## src/rtl/fpga_lut_pkg.sv

```systemverilog
// Shared types and helpers for the K-input LUT logic element.
//   lut_cfg_state_e : configuration loader states
//   lut_mode_e      : output mode (combinational / registered)
//   cfg_len(k)      : configuration frame length (truth table + mode bit)
package fpga_lut_pkg;

  typedef enum logic [1:0] {
    IDLE   = 2'd0,
    LOAD   = 2'd1,
    COMMIT = 2'd2
  } lut_cfg_state_e;

  typedef enum logic {
    MODE_COMB = 1'b0,
    MODE_REG  = 1'b1
  } lut_mode_e;

  // Frame length for a k-input LUT: 2**k truth-table bits plus the mode bit.
  function automatic int unsigned cfg_len(input int unsigned k);
    return (32'd1 << k) + 32'd1;
  endfunction

endpackage

```

## src/rtl/fpga_lut_cfg_loader.sv

```systemverilog
// Serial, daisy-chainable configuration loader for one LUT cell.
//   clk, rst  : fabric clock, async active-high reset
//   start     : begin (or restart) a frame
//   valid     : bit_in is valid
//   bit_in    : serial configuration bit, MSB (mode bit) first
//   ready     : a bit is accepted this cycle
//   chain     : bit shifted out of the shadow MSB, feeds the next cell
//   done      : one-cycle pulse while the frame commits
//   shadow    : assembled frame {mode, tt[TT_W-1:0]}
//   commit_c  : strobe, active configuration is updated on this edge
module fpga_lut_cfg_loader
  import fpga_lut_pkg::*;
#(
  parameter  int unsigned K     = 4,
  localparam int unsigned CFG_N = cfg_len(K)
) (
  input  logic             clk,
  input  logic             rst,
  input  logic             start,
  input  logic             valid,
  input  logic             bit_in,
  output logic             ready,
  output logic             chain,
  output logic             done,
  output logic [CFG_N-1:0] shadow,
  output logic             commit_c
);

  localparam int unsigned CNT_W = $clog2(CFG_N + 1);

  lut_cfg_state_e   state_q, state_d;
  logic [CNT_W-1:0] cnt_q, cnt_d;
  logic [CFG_N-1:0] shadow_q, shadow_d;
  logic             chain_d;
  logic             ready_d;
  logic             done_d;

  // State, counter, shift register and registered handshake outputs.
  always_ff @(posedge clk or posedge rst) begin
    if (rst) begin
      state_q  <= IDLE;
      cnt_q    <= '0;
      shadow_q <= '0;
      chain    <= 1'b0;
      ready    <= 1'b0;
      done     <= 1'b0;
    end else begin
      state_q  <= state_d;
      cnt_q    <= cnt_d;
      shadow_q <= shadow_d;
      chain    <= chain_d;
      ready    <= ready_d;
      done     <= done_d;
    end
  end

  // Next-state logic; a start inside LOAD restarts the count but keeps the shadow.
  always_comb begin
    state_d  = state_q;
    cnt_d    = cnt_q;
    shadow_d = shadow_q;
    chain_d  = chain;
    unique case (state_q)
      IDLE: begin
        if (start) begin
          state_d = LOAD;
          cnt_d   = '0;
        end
      end
      LOAD: begin
        if (start) begin
          cnt_d = '0;
        end else if (valid && ready) begin
          shadow_d = {shadow_q[CFG_N-2:0], bit_in};
          chain_d  = shadow_q[CFG_N-1];
          if (cnt_q != CNT_W'(CFG_N)) cnt_d = cnt_q + CNT_W'(1);
          if (cnt_q == CNT_W'(CFG_N - 1)) state_d = COMMIT;
        end
      end
      COMMIT: begin
        state_d = IDLE;
      end
      default: begin
        state_d = IDLE;
      end
    endcase
    ready_d = (state_d == LOAD);
    done_d  = (state_d == COMMIT);
  end

  assign shadow   = shadow_q;
  assign commit_c = (state_q == COMMIT);

endmodule

```

## src/rtl/fpga_klut.sv

```systemverilog
// K-input LUT logic element with double-buffered truth table and optional
// registered output.
//   clk_i, rst_i   : fabric clock, async active-high reset
//   cfg_start_i    : begin a configuration frame
//   cfg_valid_i    : cfg_bit_i is valid
//   cfg_bit_i      : serial configuration bit (mode bit first, then tt MSB..LSB)
//   cfg_ready_o    : loader accepts a bit this cycle
//   cfg_chain_o    : serial output to the next cell's cfg_bit_i
//   cfg_done_o     : one-cycle pulse on commit
//   cfg_loaded_o   : a configuration has been committed since reset
//   in_i           : LUT select inputs
//   ce_i           : output register clock enable
//   out_o          : LUT output (combinational or registered per mode bit)
module fpga_klut
  import fpga_lut_pkg::*;
#(
  parameter int unsigned K     = 4,
  parameter int unsigned TT_W  = 2**K,
  parameter int unsigned CFG_N = TT_W + 1
) (
  input  logic         clk_i,
  input  logic         rst_i,
  input  logic         cfg_start_i,
  input  logic         cfg_valid_i,
  input  logic         cfg_bit_i,
  output logic         cfg_ready_o,
  output logic         cfg_chain_o,
  output logic         cfg_done_o,
  output logic         cfg_loaded_o,
  input  logic [K-1:0] in_i,
  input  logic         ce_i,
  output logic         out_o
);

  if (K < 2 || K > 6) begin : g_bad_k
    $error("fpga_klut: K must be in 2..6");
  end

  logic [CFG_N-1:0] shadow;
  logic             commit_c;
  logic [TT_W-1:0]  active_tt;
  lut_mode_e        active_mode;
  logic             ff_q;
  logic             loaded_q;
  logic             f_c;

  fpga_lut_cfg_loader #(.K(K)) u_loader (
    .clk      (clk_i),
    .rst      (rst_i),
    .start    (cfg_start_i),
    .valid    (cfg_valid_i),
    .bit_in   (cfg_bit_i),
    .ready    (cfg_ready_o),
    .chain    (cfg_chain_o),
    .done     (cfg_done_o),
    .shadow   (shadow),
    .commit_c (commit_c)
  );

  assign f_c = active_tt[in_i];

  // Active configuration and output register; a commit clears the output FF.
  always_ff @(posedge clk_i or posedge rst_i) begin
    if (rst_i) begin
      active_tt   <= '0;
      active_mode <= MODE_COMB;
      ff_q        <= 1'b0;
      loaded_q    <= 1'b0;
    end else if (commit_c) begin
      active_tt   <= shadow[TT_W-1:0];
      active_mode <= lut_mode_e'(shadow[CFG_N-1]);
      ff_q        <= 1'b0;
      loaded_q    <= 1'b1;
    end else if (ce_i) begin
      ff_q        <= f_c;
    end
  end

  assign out_o        = (active_mode == MODE_REG) ? ff_q : f_c;
  assign cfg_loaded_o = loaded_q;

endmodule

```

## config.mk

```make
export PLATFORM = sky130hd
export DESIGN_NAME = fpga_klut
export DESIGN_NICKNAME = d
export VERILOG_FILES = /design/src/rtl/fpga_lut_pkg.sv /design/src/rtl/fpga_lut_cfg_loader.sv /design/src/rtl/fpga_klut.sv
export SDC_FILE = /design/constraint.sdc
export NUM_CORES = 1
export LEC_CHECK = 0
export BUFFER_PORTS_ARGS = -buffer_cell sky130_fd_sc_hd__buf_4
export CORE_MARGIN = 2
export CORE_UTILIZATION = 59
export DETAILED_ROUTE_END_ITERATION = 8
export PLACE_DENSITY_LB_ADDON = 0.1
export SYNTH_ARGS = -nofsm -noshare
export SYNTH_HDL_FRONTEND = slang
export SYNTH_SLANG_ARGS = --single-unit
```

## constraint.sdc

```tcl
create_clock -name clk_i -period 3.79 [get_ports clk_i]
set_clock_uncertainty 0.05 [all_clocks]
set_input_delay 0.9475 -clock clk_i [delete_from_list [all_inputs] [get_ports clk_i]]
set_output_delay 0.9475 -clock clk_i [all_outputs]
set_load 0.05 [all_outputs]
```

==> qor.yml, run 1 <==
p_total_mw: 1.02
crit_arrival_ps: 2290
ant_nets: 0
crit_path_end_kind: "primary output"
n_fill_cell: 251
ctsHoldBuffers: 0
drtPass1Iterations: 4
diodes: 0
yosys.area.top_type: "dfrtp_1"
outcome: "finished, final reports clean"
cts_tree: "built"
cap_viol_max_count: 0
grt_use_total_pct: 18.6
cts_root_buffer: "clkbuf_4"
synth_cells: 137
htree_num_levels: 2
hp-class: "flop to flop"
port_buffers: 14
vias: 1146
synth_top_area_share_pct: 57.9
placed_area_sq_um: 2130
crit_path_max_incr_delay_ps: 550
regArea_sq_um: 1150
wire_per_inst_microns: 15.6
ios: 15
die_w_microns: 62.1
power.switching_mw: 0.243
viasPerCell: 5.67
internal_power_mw: 0.778
cts_resized: 0
antenna_found_initial: 0
rsz0062_at_grt: "false"
min_path_cells: 1
finalNonFillerCells: 202
ys_types: 27
whs_ps: 445
setup_viol_count_final: 0
switching_share_pct: 23.8
critPathLaunchType: "input pin"
avgSynthCellArea_sq_um: 14.5
clkTransAtPathRegs_ps: 110
layout-drive-gt1-share_pct: 37.8
rows: 21
post-route-util_pct: 67.3
p_clk_share_pct: 27.6
ys_warn_count: 0
worst_pin_slew_ps: 1010
post-dp-hpwl_microns: 2210
power_frac_comb_pct: 11.7
dp.cells: 194
synth_area_leaders: "dfrtp_1, mux2_2, mux4_1"
tns_ps: 0
preCtsSetupSlack_ps: 508
die_h_microns: 62.1
drc: 0
drt_first_iter_violations: 27
period_share_pct: 86.7
drt_wl_total_microns: 3140
synth.ff_latch_count: 46
numCtsBuffers: 5
cp_common_cell: "buf_4"
grt_pass1_vias: 1132
clk_latency_ps: 350
final_area_sq_um: 2210
slew_violations: 0
clockBufferDepth: 2
finalCriticalPeriod_ps: 3290
nNetsFinal: 168
crit_chain: "buf_4 > mux4_1 > mux2_2 > mux2i_1 > o21ai_1 > buf_4"
irDropWorstVdd_mv: 0.291
cts.sinks: 46
synthesis.area_sq_um: 1990
final.setup.worst_slack_ps: 503
clock.fmax_mhz: 304
multi_input_area_sq_um: 802
overflow: 0
crit_path_max_fanout: 4
seqPwrFrac_pct: 60.7
core_area_sq_um: 3280
critPathRequiredTime_ps: 2790
worst-setup-path-type: "input pin to primary output"
hold_viol: 0
critical-path-slowest-cell: "mux4_1"
gp_congestion: 0.695
syn_nets: 150
synthToLayoutAreaGrowth_pct: 11.1
slew_headroom_pct: 32.7
dieArea_sq_um: 3850
cts_setup_buffers: 0
rr_worst_depth: 3
leakage_nw: 1.09
grt_max_degree: 47
floorplan.initialDensity_pct: 60.5
yosysSeqAreaShare_pct: 57.9
p_per_area_nw_per_um2: 462
grt_pass1_wl_microns: 4990
## logic make-up (layout without fill, tap and decap cells)
family                   Yosys count  count (layout)  synth area share (%)
flip-flops                        46              46                  57.9
multiplexers                      43              43                  27.2
AND/OR/NAND/NOR                   29              29                  8.75
AO/OA/AOI/OAI                      9               9                  2.45
buffers and inverters              7              26                  1.76
adder cells (fa/ha/maj)            3               3                  1.89
## power groups by stage
stage / logic (mW) / registers [mW] / clock network (mW)
after CTS: 0.122 / 0.620 / 0.288
after global placement: 0.114 / 0.624 / 0
after global routing: 0.131 / 0.630 / 0.310
final: 0.119 / 0.620 / 0.282
after floorplan: 0.0932 / 0.612 / 0
after detailed placement: 0.121 / 0.630 / 0
## synth_stat cells (all sizes together)
library cell,number
nand4b,2
o21ai,5
dfrtp,46
or3,1
nand2b,4
nor2,5
nand2,3
or3b,1
mux2i,2
ha,3
inv,3
nand4,3
a31o,1
nor2b,1
nand3,3
or4,1
nor4bb,1
nand3b,1
and3,1
mux4,4
nor3b,2
buf,3
clkbuf,1
a21oi,3
mux2,37
## placed cells by master (no fill, tap or decap)
cell / n
nand4b_1: 2
nand3b_1: 1
mux4_1: 4
clkbuf_4: 5
nand2_1: 3
or3b_1: 1
buf_4: 15
nand2b_1: 4
o21ai_0: 3
clkbuf_1: 2
nor2b_1: 1
or4_1: 1
mux2i_1: 2
inv_1: 3
mux2_2: 37
ha_1: 3
o21ai_1: 2
dfrtp_1: 46
or3_1: 1
nand4_1: 3
nor2_1: 5
a21oi_1: 3
bufinv_16: 1
nor3b_1: 2
and3_1: 1
nand3_1: 3
nor4bb_1: 1
a31o_2: 1
## worst max-delay path: cells and delay by family
kind | cells | cell delay, ps
muxes | 3 | 980
buffers and inverters | 2 | 290
AOI/OAI and AO/OA | 1 | 70
## flip-flops by register name, summed over array words and instances, names as in the netlist
name / count
u_loader.shadow: 17
active_tt: 16
active_mode: 1
u_loader.cnt_q: 5
cfg_loaded_o: 1
u_loader.state_q: 2
u_loader.done: 1
u_loader.ready: 1
ff_q: 1
u_loader.chain: 1
## final timing paths
check / from / endpoint / slack (ps)
max: in_i[2] / out_o / 500
max in group asynchronous: rst_i / active_tt[5]$_DFFE_PP0P_ / 2640
min in group asynchronous: rst_i / u_loader.shadow[1]$_DFFE_PP0P_ / 680
min reg2reg: cfg_loaded_o$_DFFE_PP0P_ / cfg_loaded_o$_DFFE_PP0P_ / 450
max reg2reg: u_loader.state_q[1]$_DFF_PP0_ / u_loader.shadow[4]$_DFFE_PP0P_ / 1760
min: cfg_loaded_o$_DFFE_PP0P_ / cfg_loaded_o$_DFFE_PP0P_ / 450
## final cells by class
| cell class | count | area share [%] |
|---|---|---|
| well taps | 46 | 2.60 |
| clock inverters | 1 | 1.36 |
| flip-flops and latches | 46 | 52.1 |
| clock buffers | 7 | 2.04 |
| multi-input cells | 84 | 36.3 |
| repair buffers | 15 | 5.10 |
| inverters | 3 | 0.510 |
## layer usage
metal	vias up	global-route usage [%]	part of all wire (%)
met2	17	32.0	51
li1	544	-	-
met3	6	4.97	3.4
met4	0	8.21	1.8
met1	579	21.8	44
met5	-	0	0
Power figures use the tool's default switching activity.
==> run 2: changes to the inputs <==
RECOVER_POWER = 25   (was not set)
==> run 2 against run 1 <==
Compared with the run above: the flow now finishes with violations (capacitance limit, slew limit); final area is 0.17% lower; maximum frequency is the same; utilization fell by 0.11 points; global-route usage is the same; setup slack did not move; total power hardly changed; sequential share of layout area rose by 0.089 points; clock power hardly changed; critical path depth did not move.
==> qor.yml, run 2 (synthesized netlist as in run 1, its figures left out) <==
die_w_microns: 62.1
crit_path_end_kind: "primary output"
overflow: 0
numCtsBuffers: 5
grt_max_degree: 47
port_buffers: 14
critPathRequiredTime_ps: 2790
cp_common_cell: "buf_4"
drt_wl_total_microns: 3140
crit_buf_inv: 2
final_cell_mix: "dfrtp_1, mux2_2, buf_4"
cts_setup_buffers: 0
final.setup.worst_slack_ps: 503
p_total_mw: 1.02
wire_per_inst_microns: 15.5
rr_worst_depth: 3
clkTransAtPathRegs_ps: 110
min_path_cells: 1
cts.sinks: 46
period_share_pct: 86.7
htree_num_levels: 2
diodes: 0
largest_reg_flops: 17
synthToLayoutAreaGrowth_pct: 11.0
worst_pin_slew_ps: 2350
gp_congestion: 0.695
crit_path_max_incr_delay_ps: 550
cp_num_cells: 6
vias: 1148
critical-path-slowest-cell: "mux4_1"
cts_tree: "built"
r2r_setup_slack_ps: 1760
path_delay_family: "multiplexers"
cts_resized: 0
rows: 21
antenna_found_initial: 0
reg2reg_from: "u_loader.state_q[1]$_DFF_PP0_"
slew_violations: 47
nNetsFinal: 168
p_per_area_nw_per_um2: 463
preCtsSetupSlack_ps: 508
hold_viol: 0
ctsHoldBuffers: 0
core_area_sq_um: 3280
clock.fmax_mhz: 304
min-delay-start: "cfg_loaded_o$_DFFE_PP0P_"
outcome: "complete, but fails checks"
worstReg2RegEnd: "u_loader.shadow[4]$_DFFE_PP0P_"
tns_ps: 0
post-dp-hpwl_microns: 2210
rsz0062_at_grt: "false"
floorplan.initialDensity_pct: 60.5
min_to: "cfg_loaded_o$_DFFE_PP0P_"
hp-class: "flop to flop"
grt_pass1_wl_microns: 4990
clk_latency_ps: 350
leakage_nw: 1.09
ios: 15
cap_viol_max_count: 1
crit_chain: "buf_4 > mux4_1 > mux2_2 > mux2i_1 > o21ai_1 > buf_4"
crit_path_max_fanout: 4
n_fill_cell: 251
finalCriticalPeriod_ps: 3290
irDropWorstVdd_mv: 0.291
violations: "capacitance limit, slew limit"
drtPass1Iterations: 4
whs_ps: 448
grt_pass1_vias: 1132
layout-drive-gt1-share_pct: 37.2
worst-setup-path-type: "input pin to primary output"
dieArea_sq_um: 3850
cts_root_buffer: "clkbuf_4"
clockBufferDepth: 2
startpoint: "in_i[2]"
slew_headroom_pct: -56.9
ant_nets: 0
final_common_cell: "dfrtp_1"
viasPerCell: 5.68
drc: 0
drt_first_iter_violations: 27
setup_viol_count_final: 0
crit_arrival_ps: 2290
critPathLaunchType: "input pin"
die_h_microns: 62.1
grt_use_total_pct: 18.6
[run 2: changes by cell type in the layout (fill, tap and decap cells not counted), sizes merged]
cell and delta:
clkbuf +2, buf -2
[run 2: worst max-delay path by stage]
stage,end,slack [ps]
CTS,out_o,500
global route,out_o,450
global placement,out_o,540
detailed placement,out_o,510
floorplan,out_o,630
finish,out_o,500
[run 2: area by class of cell]
cell class / instances / area [sq um] / share of cell area [%]
inverter: 3 / 11.3 / 0.510
multi-input combinational: 84 / 802 / 36.4
timing repair buffer: 15 / 109 / 4.93
tap: 46 / 57.6 / 2.61
sequential: 46 / 1150 / 52.2
clock buffer: 7 / 45.0 / 2.04
clock inverter: 1 / 30.0 / 1.36
[run 2: where the power goes]
part / total [mW] / switching [mW] / internal (mW)
combinational: 0.118 / 0.0458 / 0.0727
clock: 0.282 / 0.142 / 0.140
sequential: 0.620 / 0.0552 / 0.565
total: 1.02 / 0.243 / 0.777
[run 2: stage by stage]
stage          area, sq um  std cells  util, %
6_report              2210        202     67.2
5_1_grt               2210        202     67.2
4_1_cts               2210        202     67.3
3_5_place_dp          2130        194     65.0
3_3_place_gp          2130        194     65.0
2_1_floorplan         1990        137        -
[run 2: layer usage]
layer	vias to the layer above	GRT usage [%]	share of wire (%)
met5	-	0	0
met4	0	8.21	1.8
met3	6	4.97	3.4
li1	544	-	-
met1	581	21.8	44
met2	17	32.0	51
[run 2: worst register-to-register path: cells and delay by family (launching register included)]
kind / cells / cell delay [ps]
flip-flops: 1 / 460
multiplexers: 1 / 420
AND/OR/NAND/NOR: 2 / 1000
